File: config.mk
export PLATFORM = sky130hd
export DESIGN_NAME = axis_mash11_modulator
export DESIGN_NICKNAME = d
export VERILOG_FILES = /design/src/rtl/axis_mash11_pkg.sv /design/src/rtl/mash11_efm_stage.sv /design/src/rtl/axis_mash11_modulator.sv
export SDC_FILE = /design/constraint.sdc
export NUM_CORES = 1
export LEC_CHECK = 0
export CORE_MARGIN = 1.5
export CORE_UTILIZATION = 62
export CTS_BUF_LIST = sky130_fd_sc_hd__clkbuf_2 sky130_fd_sc_hd__clkbuf_4 sky130_fd_sc_hd__clkbuf_8
export DETAILED_ROUTE_END_ITERATION = 12
export PLACE_DENSITY = 0.85
export SETUP_SLACK_MARGIN = 0.2
export SLEW_MARGIN = 20
export SYNTH_ARGS = -nofsm -noshare
export SYNTH_HDL_FRONTEND = slang
export SYNTH_HIERARCHICAL = 1
export SYNTH_SLANG_ARGS = --single-unit
export TNS_END_PERCENT = 50
File: constraint.sdc
create_clock -name aclk -period 14.93 [get_ports aclk]
set_input_delay 2.2395 -clock aclk [delete_from_list [all_inputs] [get_ports aclk]]
set_output_delay 2.2395 -clock aclk [all_outputs]
set_load 0.005 [all_outputs]
File: src/rtl/axis_mash11_pkg.sv
// Shared types and constants for the MASH 1-1 delta-sigma modulator.
package axis_mash11_pkg;

  localparam int unsigned MASH_OUT_WIDTH = 3;

  typedef logic signed [MASH_OUT_WIDTH-1:0] mash_out_t;

  // Right-shifting Galois form of x^16+x^14+x^13+x^11+1.
  localparam logic [15:0] LFSR_POLY_MASK = 16'hB400;
  localparam logic [15:0] LFSR_SEED      = 16'hACE1;

  function automatic logic [15:0] lfsr_next(input logic [15:0] cur);
    return cur[0] ? ((cur >> 1) ^ LFSR_POLY_MASK) : (cur >> 1);
  endfunction

  // y = c1 + c2 - z^-1 c2, which cancels the first-stage quantisation noise.
  function automatic mash_out_t mash_combine(input logic c1, input logic c2, input logic c2_dly);
    mash_out_t a, b, c;
    a = mash_out_t'({2'b00, c1});
    b = mash_out_t'({2'b00, c2});
    c = mash_out_t'({2'b00, c2_dly});
    return a + b - c;
  endfunction

endpackage

File: src/rtl/mash11_efm_stage.sv
// First-order error-feedback stage: one wrapping accumulator whose carry-out is the
// quantised output and whose updated sum is the residue fed to the next stage.
module mash11_efm_stage
  import axis_mash11_pkg::*;
#(
  parameter int unsigned WIDTH = 16
) (
  input  logic             clk_i,
  input  logic             rst_ni,
  input  logic             en_i,
  input  logic [WIDTH-1:0] x_i,
  input  logic             cin_i,
  output logic             carry_o,
  output logic [WIDTH-1:0] residue_o
);

  logic [WIDTH-1:0] acc_q, acc_d;
  logic [WIDTH:0]   sum;

  always_comb begin
    sum       = {1'b0, acc_q} + {1'b0, x_i} + {{WIDTH{1'b0}}, cin_i};
    carry_o   = sum[WIDTH];
    residue_o = sum[WIDTH-1:0];
    acc_d     = en_i ? sum[WIDTH-1:0] : acc_q;
  end

  always_ff @(posedge clk_i or negedge rst_ni) begin
    if (!rst_ni) begin
      acc_q <= '0;
    end else begin
      acc_q <= acc_d;
    end
  end

endmodule

File: src/rtl/axis_mash11_modulator.sv
// MASH 1-1 delta-sigma modulator with AXI-Stream input/output; output in -1..+2.
// Define AXIS_MASH11_DITHER_EN to add LFSR carry-in dither to the first stage.
module axis_mash11_modulator
  import axis_mash11_pkg::*;
#(
  parameter int unsigned WIDTH     = 16,
  parameter int unsigned OUT_WIDTH = 3
) (
  input  logic                      aclk,
  input  logic                      arst_n,
  input  logic [WIDTH-1:0]          s_axis_data_tdata,
  input  logic                      s_axis_data_tvalid,
  output logic                      s_axis_data_tready,
  output logic [MASH_OUT_WIDTH-1:0] m_axis_data_tdata,
  output logic                      m_axis_data_tvalid
);

  if (OUT_WIDTH != MASH_OUT_WIDTH) begin : gen_cfg_err
    $error("axis_mash11_modulator: OUT_WIDTH must be 3");
  end

  logic             accept;
  logic             cin1;
  logic             c1, c2;
  logic [WIDTH-1:0] res1;
  logic [WIDTH-1:0] res2;

  logic      tready_q, tready_d;
  logic      tvalid_q, tvalid_d;
  mash_out_t tdata_q, tdata_d;
  logic      c2_dly_q, c2_dly_d;

  assign accept = s_axis_data_tvalid & tready_q;

`ifdef AXIS_MASH11_DITHER_EN
  logic [15:0] lfsr_q, lfsr_d;

  assign cin1 = lfsr_q[0];

  always_comb begin
    lfsr_d = accept ? lfsr_next(lfsr_q) : lfsr_q;
  end

  always_ff @(posedge aclk or negedge arst_n) begin
    if (!arst_n) begin
      lfsr_q <= LFSR_SEED;
    end else begin
      lfsr_q <= lfsr_d;
    end
  end
`else
  assign cin1 = 1'b0;
`endif

  mash11_efm_stage #(
    .WIDTH(WIDTH)
  ) u_stage1 (
    .clk_i    (aclk),
    .rst_ni   (arst_n),
    .en_i     (accept),
    .x_i      (s_axis_data_tdata),
    .cin_i    (cin1),
    .carry_o  (c1),
    .residue_o(res1)
  );

  mash11_efm_stage #(
    .WIDTH(WIDTH)
  ) u_stage2 (
    .clk_i    (aclk),
    .rst_ni   (arst_n),
    .en_i     (accept),
    .x_i      (res1),
    .cin_i    (1'b0),
    .carry_o  (c2),
    .residue_o(res2)
  );

  always_comb begin
    tready_d = 1'b1;
    tvalid_d = accept;
    tdata_d  = tdata_q;
    c2_dly_d = c2_dly_q;
    if (accept) begin
      tdata_d  = mash_combine(c1, c2, c2_dly_q);
      c2_dly_d = c2;
    end
  end

  always_ff @(posedge aclk or negedge arst_n) begin
    if (!arst_n) begin
      tready_q <= 1'b0;
      tvalid_q <= 1'b0;
      tdata_q  <= '0;
      c2_dly_q <= 1'b0;
    end else begin
      tready_q <= tready_d;
      tvalid_q <= tvalid_d;
      tdata_q  <= tdata_d;
      c2_dly_q <= c2_dly_d;
    end
  end

  assign s_axis_data_tready = tready_q;
  assign m_axis_data_tvalid = tvalid_q;
  assign m_axis_data_tdata  = tdata_q;

  // Stage-2 residue is the second accumulator's next value; nothing consumes it here.
  logic unused_res2;
  assign unused_res2 = ^res2;

endmodule

==> impl_metrics.toml, run 1 <==
[yosys]
ys_warn_count = 6
synthCells = 318
syn_avg_cell_area_um2 = 10.0
syn_area_um2 = 3190

[placement]
port_buffers = 23
gp_congestion = 0.893
dp_hpwl_um = 5260

[cells_and_area]
diodes = 0
finalNetCount = 393
drive_above_1_share = 0.163
syn_to_final_growth_pct = 10.9

[clock_tree]
cts.sinks = 38
cts_tree = "built"
clk_pin_slew_worst_paths_ns = 0.08
clock-root-buffer = "clkbuf_8"
postCtsResizedCells = 0
h-tree-depth = 2
cts_setup_buffers = 0
max-clock-path-buffers = 2
clk_latency_ns = 0.30
cts_hold_buf = 0
cts_buffers = 5

[global_routing]
track_usage = 0.272
grt_first_pass_wirelength_um = 11500
grt_overflow_total = 0
antenna_found_initial = 0
grt_pass1_vias = 2451
grt_max_degree = 43

[timing]
relSlewSlack = 0.424
tightestPinTransition_ns = 0.864
maxSlewViolCount = 0
tns_ns = 0
fin_skew_ns = 0.00714
hold_violations = 0
min_period_over_period = 0.483
rsz0062_at_grt = "false"
setup_viol = 0
fmax_mhz = 139
period_needed_ns = 7.21

[die]
io_pins = 24
die_x_um = 74.7
die_area_um2 = 5580
initial_utilization = 0.658
core_um2 = 4850
die_y_um = 74.7
rows = 25

[detailed_routing]
drc = 0
vias = 2507
wl_per_cell_um = 17.0
drt_iter0_markers = 256
first_pass_iters = 4
route.antenna.remaining_nets = 0
vias_per_cell = 6.19
routed_wl_um = 6880

[setup_path]
r2r-start = "u_stage1/acc_q[0]$_DFFE_PN0P_"
cp.required_ns = 15.12
crit_path_start = "s_axis_data_tdata[0]"
critPathLaunchType = "primary input"
regToRegSetupSlack_ns = 9.76
crit_end = "m_axis_data_tdata[2]$_DFFE_PN0P_"
worstPathArrival_ns = 7.40
reg2reg_to = "m_axis_data_tdata[2]$_DFFE_PN0P_"
ff2ff_path_depth = 19
crit_type = "primary input to flip-flop"
endpoint_kind = "flip-flop"
cp_max_fo = 7

[run_status]
outcome = "completed"

[run]
maxCapViolCount = 0

[hold_path]
hold_path_class = "flip-flop to flip-flop"
-- worst min-delay path by stage --
stage                             startpoint                            end  slack (ns)  depth (start not counted)
3_3_place_gp   u_stage2/acc_q[9]$_DFFE_PN0P_  u_stage2/acc_q[9]$_DFFE_PN0P_        0.48                          2
6_report       u_stage2/acc_q[9]$_DFFE_PN0P_  u_stage2/acc_q[9]$_DFFE_PN0P_        0.51                          2
5_1_grt        u_stage2/acc_q[9]$_DFFE_PN0P_  u_stage2/acc_q[9]$_DFFE_PN0P_        0.52                          2
2_1_floorplan  u_stage2/acc_q[9]$_DFFE_PN0P_  u_stage2/acc_q[9]$_DFFE_PN0P_        0.46                          2
4_1_cts        u_stage2/acc_q[9]$_DFFE_PN0P_  u_stage2/acc_q[9]$_DFFE_PN0P_        0.51                          2
3_5_place_dp   u_stage2/acc_q[9]$_DFFE_PN0P_  u_stage2/acc_q[9]$_DFFE_PN0P_        0.49                          2
-- per-stage QoR --
stage                     cells  setup WS, ns  utilization  area [um^2]  hold WS (ns)
after floorplan             319          8.32            -         3190         0.465
after global placement      397          7.68        0.711         3450         0.479
after detailed placement    397          7.48        0.711         3450         0.490
after CTS                   405          7.78        0.729         3540         0.510
after global routing        405          7.52        0.729         3540         0.523
final                       405          7.72        0.729         3540         0.509
-- registers in the layout, indices dropped and copies added (netlist names) --
signal and cells:
u_stage1/acc_q 16, u_stage2/acc_q 16, c2_dly_q 1, m_axis_data_tdata 3
s_axis_data_tready 1, m_axis_data_tvalid 1
-- routing by layer --
metal	part of all wire	vias up	wire, um	track usage
li1	-	1217	-	-
met1	0.46	1203	3130	0.354
met2	0.48	73	3310	0.458
met3	0.047	14	320	0.0535
met4	0.017	0	114	0.0889
met5	0	-	0	0
-- area by class of cell --
| class | instances | area [um^2] |
|---|---|---|
| Clock buffer | 5 | 68.8 |
| Clock inverter | 3 | 21.3 |
| Fill cell | 343 | 1310 |
| Inverter | 13 | 48.8 |
| Multi-Input combinational cell | 255 | 2130 |
| Sequential cell | 38 | 951 |
| Tap cell | 67 | 83.8 |
| Timing Repair Buffer | 24 | 233 |
-- critical path, stage by stage --
cell	delay [ns]
clkdlybuf4s50_1	0.44
fa_1	0.49
fa_1	0.43
a21o_1	0.23
a311o_1	0.41
a221oi_4	0.42
xnor2_1	0.16
ha_1	0.39
and3_4	0.22
or3b_1	0.36
o21ai_2	0.19
o22ai_2	0.11
o21ai_0	0.26
inv_1	0.08
ha_1	0.29
inv_1	0.06
ha_1	0.15
inv_1	0.04
ha_1	0.16
mux2_4	0.26
-- cell usage in the layout (no fill, tap or decap), types with 3 or more instances in the layout --
master,instances
nor2_1,15
nand3_1,6
conb_1,3
mux2_2,20
nand2_1,19
a21o_1,14
clkdlybuf4s50_1,22
xor2_1,10
mux2_4,5
ha_1,33
clkbuf_8,5
and2_1,3
nand4_1,9
xnor2_1,12
dfrtp_1,38
a21oi_1,20
o21ai_0,11
fa_1,4
o21a_1,10
a211oi_1,4
inv_1,13
Power of run 1 is left out: the tool's default activity adds up to more than one toggle a clock period on the data nets, which glitch-free logic cannot reach.
==> run 2: changes to the inputs <==
--- a/config.mk
+++ b/config.mk
@@ -6,10 +6,10 @@
 export NUM_CORES = 1
 export LEC_CHECK = 0
 export CORE_MARGIN = 1.5
-export CORE_UTILIZATION = 62
+export CORE_UTILIZATION = 61
 export CTS_BUF_LIST = sky130_fd_sc_hd__clkbuf_2 sky130_fd_sc_hd__clkbuf_4 sky130_fd_sc_hd__clkbuf_8
 export DETAILED_ROUTE_END_ITERATION = 12
-export PLACE_DENSITY = 0.85
+export PLACE_DENSITY = 0.84
 export SETUP_SLACK_MARGIN = 0.2
 export SLEW_MARGIN = 20
 export SYNTH_ARGS = -nofsm -noshare
==> constraint.sdc (replaced) <==
create_clock -name aclk -period 7.6 [get_ports aclk]
set_input_delay 1.14 -clock aclk [delete_from_list [all_inputs] [get_ports aclk]]
set_output_delay 1.14 -clock aclk [all_outputs]
set_load 0.005 [all_outputs]
==> run 2 against run 1 <==
Effect of this change:
- first-iteration DRC count down 13%
- setup slack worse by 6.1 ns
- critical path depth unchanged
- final cell count up 0.74%
- worst hold slack worse by 0.0050 ns
- register-to-register slack worse by 7.2 ns
- core utilization down 2.2 points
- largest cell class unchanged
- via count up 1.3%
- global-route usage down 0.92 points
- clock skew about the same
- clock-buffer cell count unchanged
- sequential share of layout area down 0.38 points
==> impl_metrics.toml, run 2 (synthesized netlist as in run 1, its figures left out) <==
[run_status]
outcome = "completed"

[clock_tree]
cts_setup_buffers = 0
postCtsResizedCells = 0
max-clock-path-buffers = 2
cts.sinks = 38
cts_buffers = 5
clk_latency_ns = 0.29
cts_tree = "built"
h-tree-depth = 2
cts_hold_buf = 0
clock-root-buffer = "clkbuf_8"
clk_pin_slew_worst_paths_ns = 0.08

[setup_path]
critPathMostFrequentCell = "ha_1"
path_buf_inv = 4
endpoint_kind = "flip-flop"
critPathLaunchType = "primary input"
crit_chain = "clkdlybuf4s50_1 > fa_1 > fa_1 > a21o_1 > a311o_1 > a221oi_4 > xnor2_1 > ha_1 > and3_4 > or3b_1 > o21ai_2 > o22ai_2 > o21ai_0 > inv_1 > ha_1 > inv_1 > ha_1 > inv_1 > ha_1 > mux2_4"
critical_path.max_stage_delay_ns = 0.49
worstPathArrival_ns = 6.18
crit_type = "primary input to flip-flop"
cp_top_family = "adder cells"
slowest_stage = "fa_1"
cp.required_ns = 7.77
cp_max_fo = 7

[cells_and_area]
final_util = 0.707
drive_above_1_share = 0.163
diodes = 0
finalNetCount = 393
layout_common_cells = "dfrtp_1 (38), ha_1 (33), clkdlybuf4s50_1 (22), a21oi_1 (20), mux2_2 (20)"
final_common_cell = "dfrtp_1"
syn_to_final_growth_pct = 12.5

[timing]
hold_violations = 0
relSlewSlack = 0.418
fmax_mhz = 166
rsz0062_at_grt = "false"
period_needed_ns = 6.01
maxSlewViolCount = 0
tightestPinTransition_ns = 0.873
fin_skew_ns = 0.00703
setup_viol = 0
min_period_over_period = 0.790
tns_ns = 0

[detailed_routing]
routed_wl_um = 6940
first_pass_iters = 5
drc = 0
wl_per_cell_um = 17.0
drt_iter0_markers = 224
vias_per_cell = 6.23
vias = 2540
route.antenna.remaining_nets = 0

[die]
die_area_um2 = 5670
rows = 26
core_um2 = 5070
die_x_um = 75.3
die_y_um = 75.3
io_pins = 24
initial_utilization = 0.628

[global_routing]
grt_max_degree = 39
grt_overflow_total = 0
track_usage = 0.263
grt_first_pass_wirelength_um = 11400
antenna_found_initial = 0
grt_pass1_vias = 2501

[hold_path]
hold_path_class = "flip-flop to flip-flop"

[placement]
port_buffers = 23
dp_hpwl_um = 5160
gp_congestion = 0.875

[run]
maxCapViolCount = 0
## run 2: cell types whose count changed in the layout (fill, tap and decap cells not counted), sizes merged
cell,delta
bufinv,+2
clkinv,-1
clkinvlp,-1
## run 2: area by class of cell
type	instances	area [um^2]
Tap cell	70	87.6
Timing Repair Buffer	24	233
Clock inverter	3	68.8
Inverter	13	48.8
Clock buffer	5	68.8
Sequential cell	38	951
Multi-Input combinational cell	255	2130
Fill cell	404	1490
## run 2: worst reg2reg max path, cell delays in order, from the launching register on
cell and delay [ns]:
dfrtp_1 0.40, fa_1 0.43, fa_1 0.42, a21o_1 0.22, a311o_1 0.41, a221oi_4 0.38
xnor2_1 0.17, ha_1 0.39, and3_4 0.22, or3b_1 0.36, o21ai_2 0.18, o22ai_2 0.11
o21ai_0 0.24, inv_1 0.08, ha_1 0.30, inv_1 0.06, ha_1 0.12, inv_1 0.04
ha_1 0.16, mux2_4 0.26
## run 2: routing by layer
layer	global-route usage	up-vias	wire length, um
met5	0	-	0
met4	0.0913	0	108
met3	0.0423	10	311
met2	0.444	76	3420
met1	0.344	1240	3100
li1	-	1214	-
## run 2: worst paths after layout
check / slack [ns] / endpoint / cells after the start / from
setup / recovery: 1.59 / m_axis_data_tdata[2]$_DFFE_PN0P_ / 20 / s_axis_data_tdata[0]
hold / removal: 0.50 / u_stage2/acc_q[9]$_DFFE_PN0P_ / 2 / u_stage2/acc_q[9]$_DFFE_PN0P_
setup reg to reg: 2.54 / m_axis_data_tdata[2]$_DFFE_PN0P_ / 19 / u_stage1/acc_q[0]$_DFFE_PN0P_
hold reg to reg: 0.50 / u_stage2/acc_q[9]$_DFFE_PN0P_ / 2 / u_stage2/acc_q[9]$_DFFE_PN0P_
max in group asynchronous: 6.08 / m_axis_data_tvalid$_DFF_PN0_ / 1 / arst_n
min in group asynchronous: 0.95 / u_stage1/acc_q[0]$_DFFE_PN0P_ / 1 / arst_n
## run 2: per-stage QoR
stage	area, um^2	worst slack (ns)	hold slack (ns)	std cells
2_1_floorplan	3190	2.09	0.465	319
3_3_place_gp	3450	1.45	0.479	400
3_5_place_dp	3450	1.30	0.491	400
4_1_cts	3590	1.61	0.512	408
5_1_grt	3590	1.26	0.544	408
6_report	3590	1.59	0.504	408
Power of run 2 is left out for the same reason.
==> RTL change 1 (config.mk and constraints of run 2) <==
`WIDTH` is set to 16 in 2 places; all go to 24.
--- a/src/rtl/mash11_efm_stage.sv
+++ b/src/rtl/mash11_efm_stage.sv
@@ -3,7 +3,7 @@
 module mash11_efm_stage
   import axis_mash11_pkg::*;
 #(
-  parameter int unsigned WIDTH = 16
+  parameter int unsigned WIDTH = 24
 ) (
   input  logic             clk_i,
   input  logic             rst_ni,
--- a/src/rtl/axis_mash11_modulator.sv
+++ b/src/rtl/axis_mash11_modulator.sv
@@ -3,7 +3,7 @@
 module axis_mash11_modulator
   import axis_mash11_pkg::*;
 #(
-  parameter int unsigned WIDTH     = 16,
+  parameter int unsigned WIDTH     = 24,
   parameter int unsigned OUT_WIDTH = 3
 ) (
   input  logic                      aclk,
Interface: changed (resized s_axis_data_tdata); port bits go from 24 to 32. The function was not compared with the original's and may differ.
==> RTL change 1 against run 2 <==
  * Count of clock-buffer cells in the layout grew 2
  * Sequential cell count grew 16
  * Non-clock buffer count grew 9
  * Via count grew 62%
  * Final area grew 48%
  * Worst hold slack gained 0.0045 ns
  * Wire length grew 64%
  * Utilization shrank 2.2 points
  * Worst setup slack lost 0.17 ns
  * Global-route usage grew 1.7 points
  * Area after synthesis grew 52%
Power is not shown: default switching activity piles up to over one toggle a cycle in this logic, so the estimate is an artifact.
==> RTL change 1: results (changes against run 2) <==
* Critical path startpoint: s_axis_data_tdata[0] (unchanged)
* Worst path max stage delay at 0.49 ns (about the same)
* Status: completed (unchanged)
* Fraction of layout cells with a size suffix above 1 at 13.5% (was 16.3%)
* Routing usage on met3 at 3.73% (was 4.23%)
* Clk Latency, worst-skew pair at 0.31 ns (was 0.29 ns)
* Flop2flop setup slack at 2.34 ns (was 2.54 ns)
* Number of global-route vias before repair at 4,031 (was 2,501)
* Antenna Cells at 0 (unchanged)
* Initial antenna violation count at 0 (unchanged)
* Drt via density at 6.41 (was 6.23)
* Critical Path Slowest Stage Cell: fa_1 (unchanged)
* Nets at 619 (was 393)
* Pin count of the biggest net entering global routing at 55 (was 39)
* Clock root cell: clkbuf_8 (unchanged)
* Port buffer count at 31 (was 23)
* Relative slew slack at 53.0% (was 41.8%)
* Critical Path End: m_axis_data_tdata[2] (unchanged)
* GRT Total Usage at 28.0% (was 26.3%)
* Htree depth at 2 (unchanged)
* Met2 Use GR at 47.1% (was 44.4%)
* GPL Wtd Cong at 0.927 (was 0.875)
* Synth Warn # at 6 (unchanged)
* First-pass GRT wire length at 19.0 mm (was 11.4 mm)
* CP Max Fanout at 8 (was 7)
* Met1 GRT Util at 37.8% (was 34.4%)
* Crit path DAT at 6.38 ns (was 6.18 ns)
* Worst hold path type: reg2reg (unchanged)
* R2r worst-path depth at 21 (was 19)
* CTS clk-pin slew, worst paths at 0.10 ns (was 0.08 ns)
* Post-DP HPWL at 8.67 mm (was 5.16 mm)
* Post-CTS Resized at 0 (unchanged)
* Fin Clk Skew at 0.0108 ns (was 0.00703 ns)
* Clk buf depth at 2 (unchanged)
* Postcts setup bufs at 0 (unchanged)
* CTS Buf Count at 5 (unchanged)
* Initial DRC Count at 211 (was 224)
* Reg-to-Reg Start: u_stage1/acc_q[0] (unchanged)
* Detailed Route WL at 11.4 mm (was 6.94 mm)
* DRT Pass-1 Iters at 6 (was 5)
## RTL change 1: critical path: cells and delay by family
family          cells  cell delay (ns)
buf+inv             4             0.59
compound gates      8             2.09
fa+ha+maj           6             1.85
xor+xnor            1             0.10
mux                 1             0.26
simple gates        2             0.36
## RTL change 1: stage by stage
step,cell area [µm²],setup WS (ns),std cells
4_1_cts,5290,1.48,641
2_1_floorplan,4860,2.11,520
5_1_grt,5290,1.15,641
6_report,5290,1.42,641
3_5_place_dp,5210,1.15,634
3_3_place_gp,5210,1.43,634
## RTL change 1: routing by layer
| metal | routed length, µm | up-vias | share of wire [%] |
|---|---|---|---|
| li1 | - | 1977 | - |
| met1 | 5300 | 1979 | 46 |
| met2 | 5270 | 131 | 46 |
| met3 | 617 | 19 | 5.4 |
| met4 | 215 | 0 | 1.9 |
| met5 | 0 | - | 0 |
## RTL change 1: cell type report
class	instances	area, µm²
clock buffers	7	83.8
fillers	591	2430
inverters	15	56.3
multi-input cells	430	3350
flip-flops and latches	54	1350
well taps	102	128
repair buffers	33	320
## RTL change 1: worst min path at each step
stage	from	endpoint	slack, ns	depth (start not counted)
floorplan	u_stage1/acc_q[17]	u_stage1/acc_q[17]	0.46	2
global placement	u_stage1/acc_q[17]	u_stage1/acc_q[17]	0.47	2
detailed placement	u_stage1/acc_q[22]	u_stage1/acc_q[22]	0.48	2
CTS	u_stage1/acc_q[22]	u_stage1/acc_q[22]	0.51	2
global route	u_stage1/acc_q[20]	u_stage1/acc_q[20]	0.54	2
finish	u_stage1/acc_q[17]	u_stage1/acc_q[17]	0.51	2
==> RTL change 2 (config.mk and constraints of run 2) <==
Made on the original files. Build with the macro `AXIS_MASH11_DITHER_EN` defined.
--- a/src/rtl/axis_mash11_modulator.sv
+++ b/src/rtl/axis_mash11_modulator.sv
@@ -1,5 +1,7 @@
 // MASH 1-1 delta-sigma modulator with AXI-Stream input/output; output in -1..+2.
 // Define AXIS_MASH11_DITHER_EN to add LFSR carry-in dither to the first stage.
+`define AXIS_MASH11_DITHER_EN
+
 module axis_mash11_modulator
   import axis_mash11_pkg::*;
 #(
Behaviour: not the same (a bounded check fails within 4 cycles, from zero or initial values and one cycle with arst_n low).
==> RTL change 2 against run 2 <==
  * Worst setup slack worse by 0.061 ns
  * Sequential cell count increased by 16
  * Area after synthesis up 21%
  * Synthesized cell count increased by 13%
  * Via count grew 9.8%
  * Wire length increased by 7.9%
  * Count of clock-buffer cells in the layout unchanged
  * Critical path depth is the same
  * Global-route usage shrank 2.6 points
  * Utilization is 0.90 points lower
  * Final area rose by 17%
  * Critical endpoint unchanged
  * Largest cell class unchanged
Power is left out: the tool's default activity adds up to more than one toggle a clock period on the data nets, which glitch-free logic cannot reach.
==> RTL change 2: results (changes against run 2) <==
* GPL Wtd Cong at 0.857 (was 0.875)
* Status: completed (unchanged)
* CTS Buf Count at 5 (unchanged)
* Fmax at 165 MHz (was 166 MHz)
* First-pass GRT wire length at 12.5 mm (was 11.4 mm)
* Nets at 431 (was 393)
* Initial DRC Count at 141 (was 224)
* WL met3 at 264 µm (was 311 µm)
* Reg-to-Reg Start: lfsr_q[0] (was u_stage1/acc_q[0])
* Antenna Cells at 0 (unchanged)
* Via count at 2,789 (was 2,540)
* Postcts setup bufs at 0 (unchanged)
* Critical Path End: m_axis_data_tdata[2] (unchanged)
* Post-DP HPWL at 5.56 mm (was 5.16 mm)
* DRT Pass-1 Iters at 4 (was 5)
* Wl on met1 at 3.47 mm (was 3.10 mm)
* Number of global-route vias before repair at 2,687 (was 2,501)
* Fin Clk Skew at 0.0130 ns (was 0.00703 ns)
* Detailed Route WL at 7.49 mm (was 6.94 mm)
* Top Registers: lfsr_q x16, u_stage1/acc_q x16, u_stage2/acc_q x16
* Met2 Wirelength at 3.70 mm (was 3.42 mm)
* Clk Latency, worst-skew pair at 0.31 ns (was 0.29 ns)
* Min-Delay Path Depth at 2 (unchanged)
* Pin count of the biggest net entering global routing at 55 (was 39)
* CTS clk-pin slew, worst paths at 0.11 ns (was 0.08 ns)
* Post-place setup slack at 1.23 ns (was 1.30 ns)
* Least-Margin Pin Slew at 0.691 ns (was 0.873 ns)
* Flop2flop setup slack at 2.38 ns (was 2.54 ns)
* Fraction of layout cells with a size suffix above 1 at 20.7% (was 16.3%)
* GRT Total Usage at 23.8% (was 26.3%)
[RTL change 2: how the worst min path moves through the flow]
stage | from | end | slack, ns
3_5_place_dp | u_stage2/acc_q[9] | u_stage2/acc_q[9] | 0.48
5_1_grt | lfsr_q[9] | lfsr_q[8] | 0.53
6_report | u_stage2/acc_q[9] | u_stage2/acc_q[9] | 0.51
4_1_cts | u_stage2/acc_q[9] | u_stage2/acc_q[9] | 0.51
2_1_floorplan | u_stage2/acc_q[9] | u_stage2/acc_q[9] | 0.46
3_3_place_gp | u_stage2/acc_q[9] | u_stage2/acc_q[9] | 0.48
[RTL change 2: layout make-up]
type / instances / area, µm²
fill: 487 / 1820
clock inverter: 3 / 18.8
multi-input combinational: 276 / 2370
tap: 75 / 93.8
sequential: 54 / 1360
clock buffer: 5 / 68.8
inverter: 13 / 48.8
timing repair buffer: 25 / 240
[RTL change 2: critical path: stages]
cell             delay [ns]
clkdlybuf4s50_1        0.43
fa_1                   0.50
fa_1                   0.43
a21o_1                 0.23
a311o_1                0.42
a221oi_4               0.40
xnor2_1                0.15
ha_1                   0.40
and3_4                 0.22
or3b_1                 0.36
o21ai_2                0.17
o22ai_2                0.12
o21ai_0                0.25
inv_1                  0.09
ha_1                   0.31
inv_1                  0.06
ha_1                   0.14
inv_1                  0.04
ha_1                   0.17
mux2_4                 0.25
[RTL change 2: metal layers]
metal / vias up / GRT usage [%]
li1: 1350 / -
met1: 1365 / 32.6
met2: 69 / 40.3
met3: 5 / 2.75
met4: 0 / 5.17
met5: - / 0
[RTL change 2: stage by stage]
stage	cell area, µm²	instances
2_1_floorplan	3870	358
3_3_place_gp	4120	443
3_5_place_dp	4120	443
4_1_cts	4210	451
5_1_grt	4210	451
6_report	4210	451
